File: src/rtl/wb_port_scheduler.sv
// ============================================================================
// Module  : wb_port_scheduler
// Purpose : Arbitrates the single register-file write port between EX, MEM, ALU
// Revision: 1.0
// ============================================================================
`default_nettype none

module wb_port_scheduler #(
  parameter int REGISTER_WIDTH = 5,
  parameter int EX_LATENCY     = 5,
  parameter int STARVE_LIMIT   = 4
) (
  input  logic                      clk_i,
  input  logic                      rst_ni,
  input  logic                      flush_i,
  input  logic                      ex_issue_i,
  output logic                      ex_issue_allowed_o,
  input  logic                      ex_wb_req_i,
  input  logic [REGISTER_WIDTH-1:0] ex_wb_rd_i,
  input  logic                      mem_wb_req_i,
  input  logic [REGISTER_WIDTH-1:0] mem_wb_rd_i,
  input  logic                      alu_wb_req_i,
  input  logic [REGISTER_WIDTH-1:0] alu_wb_rd_i,
  output logic                      ex_allowed_wb_o,
  output logic                      mem_allowed_wb_o,
  output logic                      alu_allowed_wb_o,
  output logic [1:0]                wb_sel_o,
  output logic                      wb_en_o,
  output logic [REGISTER_WIDTH-1:0] wb_rd_o,
  output logic                      wb_is_next_cycle_o,
  output logic                      resv_err_o
);

  localparam int                CNT_W      = $clog2(STARVE_LIMIT + 1);
  localparam logic [CNT_W-1:0]  STARVE_MAX = CNT_W'(STARVE_LIMIT);

  localparam logic [1:0] SEL_NONE = 2'd0;
  localparam logic [1:0] SEL_ALU  = 2'd1;
  localparam logic [1:0] SEL_MEM  = 2'd2;
  localparam logic [1:0] SEL_EX   = 2'd3;

  logic [EX_LATENCY-1:0] resv_q;
  logic [CNT_W-1:0]      starve_cnt_q;
  logic                  resv_err_q;
  logic                  issue_acc;

  assign ex_issue_allowed_o = (starve_cnt_q != STARVE_MAX);
  assign issue_acc          = ex_issue_i & ex_issue_allowed_o;
  assign wb_is_next_cycle_o = resv_q[1];
  assign resv_err_o         = resv_err_q;

  // EX owns its pre-reserved slot outright, so it is never refused.
  assign ex_allowed_wb_o  = ex_wb_req_i;
  assign mem_allowed_wb_o = mem_wb_req_i & ~ex_wb_req_i;
  assign alu_allowed_wb_o = alu_wb_req_i & ~ex_wb_req_i & ~mem_wb_req_i;

  always_comb begin
    wb_sel_o = SEL_NONE;
    wb_rd_o  = '0;
    if (ex_allowed_wb_o) begin
      wb_sel_o = SEL_EX;
      wb_rd_o  = ex_wb_rd_i;
    end else if (mem_allowed_wb_o) begin
      wb_sel_o = SEL_MEM;
      wb_rd_o  = mem_wb_rd_i;
    end else if (alu_allowed_wb_o) begin
      wb_sel_o = SEL_ALU;
      wb_rd_o  = alu_wb_rd_i;
    end
  end

  // A write to x0 still consumes the port slot but never reaches the file.
  assign wb_en_o = (wb_sel_o != SEL_NONE) && (wb_rd_o != '0);

  always_ff @(posedge clk_i or negedge rst_ni) begin
    if (!rst_ni) begin
      resv_q       <= '0;
      starve_cnt_q <= '0;
      resv_err_q   <= 1'b0;
    end else begin
      if (ex_wb_req_i != resv_q[0]) begin
        resv_err_q <= 1'b1;
      end
      if (flush_i) begin
        resv_q       <= '0;
        starve_cnt_q <= '0;
      end else begin
        resv_q <= {issue_acc, resv_q[EX_LATENCY-1:1]};
        if (mem_wb_req_i && !mem_allowed_wb_o) begin
          if (starve_cnt_q != STARVE_MAX) begin
            starve_cnt_q <= starve_cnt_q + 1'b1;
          end
        end else begin
          starve_cnt_q <= '0;
        end
      end
    end
  end

endmodule

`default_nettype wire

File: config.mk
export PLATFORM = sky130hd
export DESIGN_NAME = wb_port_scheduler
export DESIGN_NICKNAME = d
export VERILOG_FILES = /design/src/rtl/wb_port_scheduler.sv
export SDC_FILE = /design/constraint.sdc
export NUM_CORES = 1
export LEC_CHECK = 0
export CAP_MARGIN = 0
export CORE_UTILIZATION = 32
export CTS_CLUSTER_SIZE = 20
export DETAILED_ROUTE_END_ITERATION = 10
export HOLD_SLACK_MARGIN = 0.08
export PLACE_DENSITY = 0.74
export SYNTH_ARGS = -nofsm -noshare
export SYNTH_HDL_FRONTEND = slang
export SYNTH_SLANG_ARGS = --single-unit
File: constraint.sdc
create_clock -name clk_i -period 1 [get_ports clk_i]
set_input_delay 0.2 -clock clk_i [delete_from_list [all_inputs] [get_ports clk_i]]
set_output_delay 0.2 -clock clk_i [all_outputs]
set_load 0.05 [all_outputs]
==> results.yml <==
floorplan:
  die-height_um: 44.9
  initial_utilization_pct: 34.1
  dieWidth_um: 44.9
  die-area_sq_um: 2010
  io_pins: 36
  num_rows: 15
  coreArea_sq_um: 1730
clock_network:
  clock_path_buffers: 2
  htree_levels: 1
  clk_pin_slew_ns: 0.06
  clock_sinks: 9
  cts_root_buf: "clkbuf_4"
  clk_latency_ns: 0.25
  cts_buffers: 3
  cts_tree: "built"
critical_path:
  cp-startpoint: "mem_wb_req_i"
  crit_required_ns: 0.80
  end_kind: "output port"
  crit_path_start_kind: "input port"
  crit_arrival_ns: 1.22
  worstPathMaxFanout: 4
  worst-setup-path-type: "in2out"
  ff2ff_path_depth: 6
  timing.rr.start: "starve_cnt_q[1]$_DFFE_PN0P_"
power:
  p_sw_share_pct: 32.7
  cellInternalPower_mw: 0.846
  switchingPower_mw: 0.411
  finalPower_mw: 1.26
  combPwrFrac_pct: 48.4
  seqPwrFrac_pct: 29.9
  p_leak_nw: 0.654
  vdd_drop_max_v: 0.000813
  p_per_area_nw_per_um2: 840
  power_frac_clock_pct: 21.7
placed_design:
  dp.final_hpwl_mm: 1.41
  place_ws_ns: -0.920
  gp_congestion: 0.837
  dp_cells: 134
  io_buffers: 35
yosys:
  ys_types: 23
  ys_warn_count: 0
  postSynthAreaPerCell_sq_um: 9.64
  netlist_top_cells_area: "dfrtp_1 38%, nor2b_1 9.6%, a21oi_2 8.9%"
  dominantRegCellSynth: "dfrtp_1"
  async_flop_share_pct: 100
  synth_area_sq_um: 588
  syn_inst: 61
  synth_edf_count: 0
  synth_nets: 85
  synth_top_area_cell: "dfrtp_1"
  ys_ff_latch: 9
  synthTopCellsByCount: "9 x dfrtp_1, 9 x nor2b_1, 6 x a21oi_2"
  synth_top_area_share_pct: 38.3
  synth_seq_area_share_pct: 38.3
finish:
  final_cells: 145
  finish.net_count: 145
  n_antenna_cell: 0
  fill_cells: 80
  post-route-util_pct: 86.6
  syn2layout_area_growth_pct: 154
  drive_above_1_share_pct: 65.0
routing:
  drc: 0
  via_count: 691
  drt_pass1_iterations: 4
  wl_per_cell_um: 15.8
  final_antenna_net_count: 0
  vias_per_cell: 4.77
  finalWirelength_mm: 2.30
  dr.first_iter.drc_count: 3
grt:
  antenna_found_initial: 0
  grt_max_degree: 10
  grt_pass1_vias: 708
  grt_usage_pct: 22.2
  grt_pass1_wl_mm: 3.14
  grt.overflow.total: 0
flow_run:
  maxCapViolations: 0
timing:
  final_max_slew_viol_count: 0
  fmax_mhz: 704
  finalCritPeriodShare_pct: 142
  whs_ns: 0.235
  rsz0062_at_grt: "true"
  finalSetupViolations: 16
  max_slew_margin_pct: 73.6
  final.setup_skew_ns: 0.00154
  worst_slew_pin_slew_ns: 0.395
  period_needed_ns: 1.42
  hold_violations: 0
  fin_ws_ns: -0.420
outcome:
  outcome: "complete, but fails checks"
  failed_checks: "negative setup slack"
min_path:
  hold_class: "in2async"
==> metrics by stage <==
stage | setup TNS (ns) | area, sq um
final | -3.36 | 1500
after global placement | -8.71 | 1260
after CTS | -3.32 | 1450
after detailed placement | -9.00 | 1260
after global routing | -3.85 | 1500
after floorplan | -0.724 | 682
==> worst paths after layout <==
check	end	slack, ns
worst min-delay path	starve_cnt_q[0]$_DFFE_PN0P_	0.24
max in group asynchronous	resv_q[2]$_DFF_PN0_	0.49
worst max register to register	starve_cnt_q[0]$_DFFE_PN0P_	-0.13
min in group clk_i	resv_err_o$_DFFE_PN0P_	0.46
worst max-delay path	wb_en_o	-0.42
worst min register to register	resv_q[1]$_DFF_PN0_	0.48
==> cell type report <==
class                   instances  area [sq um]  share of cell area [%]
flip-flops and latches          9           225                    15.1
inverters                       3          11.3                   0.753
multi-input cells              46           515                    34.5
repair buffers                 58           686                    45.9
well taps                      25          31.3                    2.09
clock buffers                   4          26.3                    1.76
==> cells in the final DEF (no fill, tap or decap), types with 2 or more instances in the layout <==
master,instances
inv_2,2
or2_4,2
clkdlybuf4s50_1,4
buf_8,3
buf_4,9
nor2_4,2
nor2b_2,4
clkbuf_4,3
a21oi_2,2
a21oi_4,7
buf_6,15
dfrtp_1,9
clkbuf_2,2
dlygate4sd2_1,9
nor2b_1,4
ha_4,2
nand3b_1,5
clkdlybuf4s15_1,3
buf_12,12
==> sequential cells by signal, summed over array words and instances (netlist names) <==
register	cells
starve_cnt_q	3
resv_q	5
resv_err_o	1
==> metal layers <==
metal	share of wire [%]	track usage (%)
met3	6.1	4.80
met2	56	41.8
met1	37	24.6
met5	0	0
met4	0.91	7.27
==> timing repair <==
action	CTS	global route
gates cloned	0	0
hold buffers	0	0
pin swaps	16	15
setup buffers	7	4
resized for setup	64	20
setup endpoints to repair	18	17
==> cells by family after synthesis <==
group                    count (synthesis)  share of synthesized area (%)
adder cells (fa/ha/maj)                  2                           4.25
XOR/XNOR                                 2                           2.98
AND/OR/NAND/NOR                         31                           31.9
AO/OA/AOI/OAI                           11                           15.5
buffers and inverters                    6                           7.02
flip-flops                               9                           38.3
==> critical path, cell delays in order <==
cell and delay (ns):
buf_8 0.10, buf_6 0.11, a21oi_4 0.16, a21oi_4 0.09, nor4_4 0.33, nand2b_4 0.08
buf_8 0.15
==> power groups by stage <==
stage / Combinational [mW] / Clock (mW) / Sequential (mW)
global placement: 0.521 / 0 / 0.382
CTS: 0.579 / 0.288 / 0.375
detailed placement: 0.529 / 0 / 0.382
floorplan: 0.245 / 0 / 0.384
global route: 0.633 / 0.303 / 0.376
finish: 0.608 / 0.272 / 0.376
No activity file was read; power rests on OpenSTA's default activity.
